===== src/rtl/autoreset_drv_pkg.sv =====
// Shared state encoding, default widths and small helpers for the autoreset operand sequencer.
package autoreset_drv_pkg;

    localparam int DEF_A_W      = 30;
    localparam int DEF_B_W      = 18;
    localparam int DEF_P_W      = 48;
    localparam int DEF_FRM_W    = 8;
    localparam int DEF_PIPE_LAT = 3;
    localparam int DEF_TO_CYC   = 1024;

    typedef enum logic [2:0] {
        ST_IDLE  = 3'd0,
        ST_LOAD  = 3'd1,
        ST_RUN   = 3'd2,
        ST_DRAIN = 3'd3,
        ST_FAIL  = 3'd4
    } state_e;

    // A new run may only be launched from a parked state.
    function automatic logic can_start(input state_e s);
        return (s == ST_IDLE) || (s == ST_FAIL);
    endfunction

endpackage


===== src/rtl/autoreset_drv_if.sv =====
// Control/slice bundle of the autoreset sequencer; MISMATCH exists only with AUTORESET_DRV_CHECK_EN.
interface autoreset_drv_if
    import autoreset_drv_pkg::*;
#(
    parameter int A_W   = DEF_A_W,
    parameter int B_W   = DEF_B_W,
    parameter int P_W   = DEF_P_W,
    parameter int FRM_W = DEF_FRM_W
);
    logic             START;
    logic [FRM_W-1:0] NUM_FRAMES;
    logic [P_W-1:0]   TARGET;
    logic [A_W-1:0]   A_SEED;
    logic [B_W-1:0]   B_SEED;
    logic             AUTORESET_IN;
    logic [A_W-1:0]   A_OUT;
    logic [B_W-1:0]   B_OUT;
    logic [P_W-1:0]   C_OUT;
    logic             OP_VALID;
    logic             BUSY;
    logic             DONE;
    logic             ERR;
    logic [FRM_W-1:0] FRAME_CNT;
`ifdef AUTORESET_DRV_CHECK_EN
    logic             MISMATCH;
`endif

    modport master (
        output START, NUM_FRAMES, TARGET, A_SEED, B_SEED, AUTORESET_IN,
        input  A_OUT, B_OUT, C_OUT, OP_VALID, BUSY, DONE, ERR, FRAME_CNT
`ifdef AUTORESET_DRV_CHECK_EN
        , input MISMATCH
`endif
    );

    modport slave (
        input  START, NUM_FRAMES, TARGET, A_SEED, B_SEED, AUTORESET_IN,
        output A_OUT, B_OUT, C_OUT, OP_VALID, BUSY, DONE, ERR, FRAME_CNT
`ifdef AUTORESET_DRV_CHECK_EN
        , output MISMATCH
`endif
    );

endinterface


===== src/rtl/autoreset_drv_chk.sv =====
// Shadow accumulator and expected-autoreset delay line; built only with AUTORESET_DRV_CHECK_EN.
module autoreset_chk
    import autoreset_drv_pkg::*;
#(
    parameter int A_W      = DEF_A_W,
    parameter int B_W      = DEF_B_W,
    parameter int P_W      = DEF_P_W,
    parameter int PIPE_LAT = DEF_PIPE_LAT
) (
    input  logic           clk,
    input  logic           rst_n,
    input  logic           start_clr,
    input  logic           load,
    input  logic           run,
    input  logic           op_valid,
    input  logic [A_W-1:0] a,
    input  logic [B_W-1:0] b,
    input  logic [P_W-1:0] target,
    input  logic           autoreset_in,
    output logic           mismatch
);
    logic [P_W-1:0]      acc_q;
    logic [P_W-1:0]      acc_d;
    logic [P_W-1:0]      prod_s;
    logic [P_W-1:0]      sum_s;
    logic [PIPE_LAT-1:0] dl_q;
    logic [PIPE_LAT-1:0] dl_d;
    logic                hit_s;
    logic                mismatch_q;
    logic                mismatch_d;

    // Next-state of the shadow MAC, the delay line and the sticky compare flag
    always_comb begin
        prod_s     = P_W'(a) * P_W'(b);
        sum_s      = acc_q + prod_s;
        hit_s      = op_valid && (sum_s == target);
        acc_d      = acc_q;
        dl_d       = PIPE_LAT'({dl_q, hit_s});
        mismatch_d = mismatch_q;
        if (load) begin
            acc_d = '0;
            dl_d  = '0;
        end else if (op_valid) begin
            acc_d = hit_s ? '0 : sum_s;
        end else begin
            acc_d = acc_q;
        end
        // Only RUN compares: pulses landing in DRAIN belong to flushed operands.
        if (start_clr) begin
            mismatch_d = 1'b0;
        end else if (run && (autoreset_in != dl_q[PIPE_LAT-1])) begin
            mismatch_d = 1'b1;
        end else begin
            mismatch_d = mismatch_q;
        end
    end

    // Checker state registers
    always_ff @(posedge clk or negedge rst_n) begin
        if (!rst_n) begin
            acc_q      <= '0;
            dl_q       <= '0;
            mismatch_q <= 1'b0;
        end else begin
            acc_q      <= acc_d;
            dl_q       <= dl_d;
            mismatch_q <= mismatch_d;
        end
    end

    assign mismatch = mismatch_q;

endmodule


===== src/rtl/autoreset_drv.sv =====
// Operand sequencer for the DSP48E accumulate/pattern-detect/autoreset slice.
// Define AUTORESET_DRV_CHECK_EN to add the shadow checker and the MISMATCH flag.
module autoreset_drv
    import autoreset_drv_pkg::*;
#(
    parameter int A_W      = DEF_A_W,
    parameter int B_W      = DEF_B_W,
    parameter int P_W      = DEF_P_W,
    parameter int PIPE_LAT = DEF_PIPE_LAT,
    parameter int FRM_W    = DEF_FRM_W,
    parameter int TO_CYC   = DEF_TO_CYC
) (
    input logic            CLK,
    input logic            RST,
    autoreset_drv_if.slave bus
);
    localparam int CYC_W = (TO_CYC > 1) ? $clog2(TO_CYC) : 1;
    localparam int DR_W  = (PIPE_LAT > 1) ? $clog2(PIPE_LAT) : 1;

    state_e           state_q,     state_d;
    logic [P_W-1:0]   target_q,    target_d;
    logic [A_W-1:0]   a_q,         a_d;
    logic [B_W-1:0]   b_q,         b_d;
    logic [FRM_W-1:0] num_q,       num_d;
    logic [FRM_W-1:0] frame_cnt_q, frame_cnt_d;
    logic [CYC_W-1:0] cyc_q,       cyc_d;
    logic [DR_W-1:0]  drain_q,     drain_d;
    logic             last_q,      last_d;
    logic             op_valid_q,  op_valid_d;
    logic             busy_q,      busy_d;
    logic             done_q,      done_d;
    logic             err_q,       err_d;
    logic             start_ok_s;
    logic [FRM_W-1:0] frame_inc_s;

    assign start_ok_s  = bus.START && can_start(state_q);
    assign frame_inc_s = frame_cnt_q + FRM_W'(1);

    // Sequencer next-state and registered-output computation
    always_comb begin
        state_d     = state_q;
        target_d    = target_q;
        a_d         = a_q;
        b_d         = b_q;
        num_d       = num_q;
        frame_cnt_d = frame_cnt_q;
        cyc_d       = cyc_q;
        drain_d     = drain_q;
        last_d      = last_q;
        done_d      = 1'b0;
        err_d       = err_q;
        case (state_q)
            ST_IDLE, ST_FAIL: begin
                if (start_ok_s) begin
                    target_d    = bus.TARGET;
                    a_d         = bus.A_SEED;
                    b_d         = bus.B_SEED;
                    num_d       = (bus.NUM_FRAMES == '0) ? FRM_W'(1) : bus.NUM_FRAMES;
                    frame_cnt_d = '0;
                    err_d       = 1'b0;
                    last_d      = 1'b0;
                    state_d     = ST_LOAD;
                end else begin
                    state_d = state_q;
                end
            end
            ST_LOAD: begin
                cyc_d   = '0;
                state_d = ST_RUN;
            end
            ST_RUN: begin
                // A pulse on the timeout cycle still closes the frame.
                if (bus.AUTORESET_IN) begin
                    frame_cnt_d = frame_inc_s;
                    drain_d     = DR_W'(PIPE_LAT - 1);
                    state_d     = ST_DRAIN;
                    if (frame_inc_s == num_q) begin
                        done_d = 1'b1;
                        last_d = 1'b1;
                    end else begin
                        last_d = 1'b0;
                    end
                end else if (cyc_q == CYC_W'(TO_CYC - 1)) begin
                    err_d   = 1'b1;
                    state_d = ST_FAIL;
                end else begin
                    cyc_d = cyc_q + CYC_W'(1);
                end
            end
            ST_DRAIN: begin
                if (drain_q == '0) begin
                    if (last_q) begin
                        state_d = ST_IDLE;
                    end else begin
                        cyc_d   = '0;
                        state_d = ST_RUN;
                    end
                end else begin
                    drain_d = drain_q - DR_W'(1);
                end
            end
            default: begin
                state_d = ST_IDLE;
            end
        endcase
        op_valid_d = (state_d == ST_RUN);
        busy_d     = (state_d != ST_IDLE);
    end

    // State, captured operands, counters and output flags
    always_ff @(posedge CLK or negedge RST) begin
        if (!RST) begin
            state_q     <= ST_IDLE;
            target_q    <= '0;
            a_q         <= '0;
            b_q         <= '0;
            num_q       <= '0;
            frame_cnt_q <= '0;
            cyc_q       <= '0;
            drain_q     <= '0;
            last_q      <= 1'b0;
            op_valid_q  <= 1'b0;
            busy_q      <= 1'b0;
            done_q      <= 1'b0;
            err_q       <= 1'b0;
        end else begin
            state_q     <= state_d;
            target_q    <= target_d;
            a_q         <= a_d;
            b_q         <= b_d;
            num_q       <= num_d;
            frame_cnt_q <= frame_cnt_d;
            cyc_q       <= cyc_d;
            drain_q     <= drain_d;
            last_q      <= last_d;
            op_valid_q  <= op_valid_d;
            busy_q      <= busy_d;
            done_q      <= done_d;
            err_q       <= err_d;
        end
    end

    assign bus.A_OUT     = a_q;
    assign bus.B_OUT     = b_q;
    assign bus.C_OUT     = target_q;
    assign bus.OP_VALID  = op_valid_q;
    assign bus.BUSY      = busy_q;
    assign bus.DONE      = done_q;
    assign bus.ERR       = err_q;
    assign bus.FRAME_CNT = frame_cnt_q;

`ifdef AUTORESET_DRV_CHECK_EN
    autoreset_chk #(
        .A_W      (A_W),
        .B_W      (B_W),
        .P_W      (P_W),
        .PIPE_LAT (PIPE_LAT)
    ) u_chk (
        .clk          (CLK),
        .rst_n        (RST),
        .start_clr    (start_ok_s),
        .load         (state_q == ST_LOAD),
        .run          (state_q == ST_RUN),
        .op_valid     (op_valid_q),
        .a            (a_q),
        .b            (b_q),
        .target       (target_q),
        .autoreset_in (bus.AUTORESET_IN),
        .mismatch     (bus.MISMATCH)
    );
`endif

endmodule

===== src/flat_wrapper.sv =====
// flat-port wrapper written by rule: the top's interface ports become plain ports
module autoreset_drv_flat import autoreset_drv_pkg::*;
#(
    parameter int A_W      = DEF_A_W,
    parameter int B_W      = DEF_B_W,
    parameter int P_W      = DEF_P_W,
    parameter int PIPE_LAT = DEF_PIPE_LAT,
    parameter int FRM_W    = DEF_FRM_W,
    parameter int TO_CYC   = DEF_TO_CYC
)
  (CLK, RST, bus_START, bus_NUM_FRAMES, bus_TARGET, bus_A_SEED, bus_B_SEED, bus_AUTORESET_IN, bus_A_OUT, bus_B_OUT, bus_C_OUT, bus_OP_VALID, bus_BUSY, bus_DONE, bus_ERR, bus_FRAME_CNT);
  autoreset_drv_if #(.A_W(A_W), .B_W(B_W), .P_W(P_W), .FRM_W(FRM_W)) bus_i ();
  input logic CLK;
  input logic RST;
  input wire logic [$bits(bus_i.START)-1:0] bus_START;
  input wire logic [$bits(bus_i.NUM_FRAMES)-1:0] bus_NUM_FRAMES;
  input wire logic [$bits(bus_i.TARGET)-1:0] bus_TARGET;
  input wire logic [$bits(bus_i.A_SEED)-1:0] bus_A_SEED;
  input wire logic [$bits(bus_i.B_SEED)-1:0] bus_B_SEED;
  input wire logic [$bits(bus_i.AUTORESET_IN)-1:0] bus_AUTORESET_IN;
  output wire logic [$bits(bus_i.A_OUT)-1:0] bus_A_OUT;
  output wire logic [$bits(bus_i.B_OUT)-1:0] bus_B_OUT;
  output wire logic [$bits(bus_i.C_OUT)-1:0] bus_C_OUT;
  output wire logic [$bits(bus_i.OP_VALID)-1:0] bus_OP_VALID;
  output wire logic [$bits(bus_i.BUSY)-1:0] bus_BUSY;
  output wire logic [$bits(bus_i.DONE)-1:0] bus_DONE;
  output wire logic [$bits(bus_i.ERR)-1:0] bus_ERR;
  output wire logic [$bits(bus_i.FRAME_CNT)-1:0] bus_FRAME_CNT;
  assign bus_i.START = bus_START;
  assign bus_i.NUM_FRAMES = bus_NUM_FRAMES;
  assign bus_i.TARGET = bus_TARGET;
  assign bus_i.A_SEED = bus_A_SEED;
  assign bus_i.B_SEED = bus_B_SEED;
  assign bus_i.AUTORESET_IN = bus_AUTORESET_IN;
  assign bus_A_OUT = bus_i.A_OUT;
  assign bus_B_OUT = bus_i.B_OUT;
  assign bus_C_OUT = bus_i.C_OUT;
  assign bus_OP_VALID = bus_i.OP_VALID;
  assign bus_BUSY = bus_i.BUSY;
  assign bus_DONE = bus_i.DONE;
  assign bus_ERR = bus_i.ERR;
  assign bus_FRAME_CNT = bus_i.FRAME_CNT;
  autoreset_drv #(.A_W(A_W), .B_W(B_W), .P_W(P_W), .PIPE_LAT(PIPE_LAT), .FRM_W(FRM_W), .TO_CYC(TO_CYC)) u_core (.CLK(CLK), .RST(RST), .bus(bus_i));
endmodule

===== config.mk =====
export PLATFORM = sky130hd
export DESIGN_NAME = autoreset_drv_flat
export DESIGN_NICKNAME = d
export VERILOG_FILES = /design/src/rtl/autoreset_drv_pkg.sv /design/src/rtl/autoreset_drv_if.sv /design/src/rtl/autoreset_drv_chk.sv /design/src/rtl/autoreset_drv.sv /design/src/flat_wrapper.sv
export SDC_FILE = /design/constraint.sdc
export NUM_CORES = 1
export LEC_CHECK = 0
export CORE_MARGIN = 2
export CORE_UTILIZATION = 35
export CTS_BUF_LIST = sky130_fd_sc_hd__clkbuf_4
export DETAILED_ROUTE_END_ITERATION = 10
export PLACE_DENSITY = 0.68
export SETUP_SLACK_MARGIN = 0.3
export SLEW_MARGIN = 20
export SYNTH_ARGS = -nofsm -noshare
export SYNTH_HDL_FRONTEND = slang
export SYNTH_SLANG_ARGS = --single-unit

===== constraint.sdc =====
create_clock -name CLK -period 4.5 [get_ports CLK]
set_input_delay 1.125 -clock CLK [delete_from_list [all_inputs] [get_ports CLK]]
set_output_delay 1.125 -clock CLK [all_outputs]
set_load 0.01 [all_outputs]

==> qor.txt <==
Core area: 15310 um^2
Die W: 129.8 um
Most common flop cell mapped by yosys: dfrtp_1
Residual DRC count: 0
Num rows: 45
Leakage Power: 3.911 nW
Vias: 4853
Half-perimeter wire length after placement: 10320 um
Clock Power Share: 16.6%
Die height: 129.8 um
Slowest stage cell, crit path: clkdlybuf4s50_1
Switching pwr: 1.731 mW
Net count after synthesis: 734
Worst-path clk slew: 0.11 ns
RSZ-0062 raised after global routing: false
Final core occ: 53.50%
Vias in the first global route: 4742
Top cell type's share of synthesized area: 59.61%
Crit path max fanout: 11
Drt wl/cell: 13.93 um
Cts hold-fix bufs: 0
Routability Congestion: 0.7960
Post-CTS Setup Repair Bufs: 0
I/O pin count: 216
Max Slew Vio Count: 0
Hold Crit Class: reg2reg
Crit path from: u_core.bus.FRAME_CNT[3]
Area grow syn2layout: 47.84%
Clk_skew: 0.01452 ns
CTS Buffer Depth: 2
Largest net degree at the start of global routing: 76
Startpoint Class: flop
Largest stage delay, worst path: 0.61 ns
Crit-path leading delay family: buffers and inverters
Setup_tns: 0 ns
Fmax achieved: 352.2 MHz
Port-buffer cells: 215
Req. time, crit path: 3.38 ns
Yosys cell types: 48
Worst path bufs/invs: 1
H-tree Lvls: 4
Number of flops mapped to enable cells by yosys: 0
Sequential share of power: 40.0%
Initial DRC count: 362
Ys Warns: 0
Status: finished, final reports clean
Gr ovfl total: 0
Pint: 3.185 mW
CTS buffer count: 17
Top-count cell post-synth: nand2_1
CP Capture Type: output port
Worst Max-Slew Pin Slew: 0.6888 ns
Tot Pwr: 4.916 mW
Vias per cell: 4.587
Remaining antenna violation count: 0
GRT Util Overall: 18.51%
Synthesized netlist cell count: 623
Worst VDD drop: 0.2564 mV
First-pass GRT wire length: 24160 um
Top cells by area, synth: dfrtp_1 (60%), nand2_1 (22%), clkbuf_1 (1.3%), mux2i_1 (1.1%), o21ai_0 (0.99%)
Skew-Pair Late Insertion Delay: 0.53 ns
Async set-reset flop share out of synthesis: 100.0%
DIE AREA: 16860 um^2
Final wirelength: 14740 um
Share of layout cells above drive strength 1: 4.846%
Sequential fraction of the synthesis area: 59.61%
Combinational fraction of design power: 43.4%
Initial core utilization: 36.18%
Max_cap viols: 0
Crit-path cells: clkdlybuf4s50_1
Clock net sink count: 132
Dpl cell area: 7903 um^2
Final worst slack: 1.660 ns
Area of all placed cells without fillers: 8193 um^2
Initial antenna violation count: 1
Final setup vio count: 0
Reg2reg start: u_core.state_q[0]
HP Start: u_core.bus.B_OUT[16]
Post-Syn Area per Cell: 8.895 um^2
Post_cts resized: 0
Worst EP arrival: 1.71 ns
Synth area leader: dfrtp_1
CTS tree: built
Max-slew headroom: 54.08%
Setup CP Type: reg2out
Mapped cell area: 5542 um^2
Number of nets in the layout: 944
Switching part of the total: 35.22%
Tcrit/Tclk final: 63.10%
#FFs+latches synth: 132
Crit path time final: 2.840 ns
Synth top cells by count: nand2_1 (328), dfrtp_1 (132), clkbuf_1 (19), nor2_1 (13), o21ai_0 (11)
Root Buffer: clkbuf_4
Final Hold Fails: 0
Pwr dens: 600.0 nW/um^2
Router iterations before antenna repair: 4
Post-Place Worst Slack: 1.139 ns
## sequential cells by signal (all words and copies together) (netlist names)
register / cells
u_core.cyc_q: 10
u_core.state_q: 3
u_core.last_q: 1
u_core.bus.ERR: 1
u_core.bus.BUSY: 1
u_core.bus.B_OUT: 18
u_core.bus.C_OUT: 48
u_core.num_q: 8
u_core.drain_q: 2
u_core.bus.FRAME_CNT: 8
u_core.bus.OP_VALID: 1
u_core.bus.A_OUT: 30
u_core.bus.DONE: 1
## power by group through the flow
stage                     Combinational [mW]  Sequential (mW)  Clock (mW)
after floorplan                        0.782             2.15           0
after global placement                  2.14             1.97           0
after detailed placement                2.16             1.99           0
after CTS                               2.17             1.97       0.844
after global routing                    2.36             2.03       0.914
final                                   2.13             1.97       0.816
## worst paths after layout
check,to,slack (ns),depth (start not counted)
hold reg to reg,u_core.bus.B_OUT[16],0.48,2
min in group asynchronous,u_core.bus.FRAME_CNT[2],0.60,1
setup reg to reg,u_core.cyc_q[8],2.12,5
setup / recovery,bus_FRAME_CNT[3],1.66,1
max in group asynchronous,u_core.bus.C_OUT[36],2.99,2
hold / removal,u_core.bus.B_OUT[16],0.48,2
## through the flow
stage,hold slack (ns),std cells
after floorplan,0.4652,623
after global placement,0.4559,1025
after detailed placement,0.4607,1025
after CTS,0.4869,1057
after global routing,0.5027,1058
final,0.4795,1058
## cell usage in the layout (no fill, tap or decap), drive strengths merged, types with 3 or more instances in the layout
cell | netlist | final
xor2 | 4 | 4
nand4 | 4 | 4
nor3 | 6 | 6
ha | 3 | 3
o31ai | 4 | 4
nor2b | 7 | 7
clkbuf | 19 | 20
inv | 7 | 7
nand2b | 7 | 7
xnor2 | 6 | 6
nand3 | 6 | 6
and3 | 4 | 4
clkinv | 0 | 8
mux2i | 6 | 6
nand2 | 328 | 328
clkdlybuf4s50 | 0 | 214
nor2 | 13 | 13
o21ai | 15 | 15
buf | 10 | 6
and2 | 3 | 3
nor4 | 8 | 8
dfrtp | 132 | 132
bufinv | 0 | 3
## logic make-up (layout without fill, tap and decap cells)
family / count (synthesis) / after routing / synth area share [%]
AOI/OAI and AO/OA: 38 / 38 / 4.448
xor gates and xnor gates: 10 / 10 / 1.580
adders and majority gates: 3 / 3 / 0.6774
buffers and inverters: 36 / 259 / 2.574
DFF: 132 / 132 / 59.61
muxes: 7 / 7 / 1.287
other: 0 / 1 / 0
and+or+nand+nor: 397 / 397 / 29.83
## cell type report
| class | count | area, um^2 |
|---|---|---|
| diodes | 1 | 2.502 |
| clock buffers | 20 | 150.1 |
| multi-input cells | 455 | 2106 |
| flip-flops and latches | 132 | 3303 |
| clock inverters | 12 | 137.6 |
| fillers | 1432 | 7122 |
| repair buffers | 220 | 2203 |
| inverters | 7 | 26.28 |
| well taps | 211 | 264.0 |
## metal layers
| layer | routed length (um) | GRT usage, % | up-vias | part of all wire [%] |
|---|---|---|---|---|
| li1 | - | - | 2418 | - |
| met1 | 6147 | 23.45 | 2247 | 42 |
| met2 | 7049 | 28.49 | 170 | 48 |
| met3 | 1273 | 7.872 | 18 | 8.6 |
| met4 | 268 | 6.578 | 0 | 1.8 |
| met5 | 0 | 0 | - | 0 |
Power figures use the tool's default switching activity.
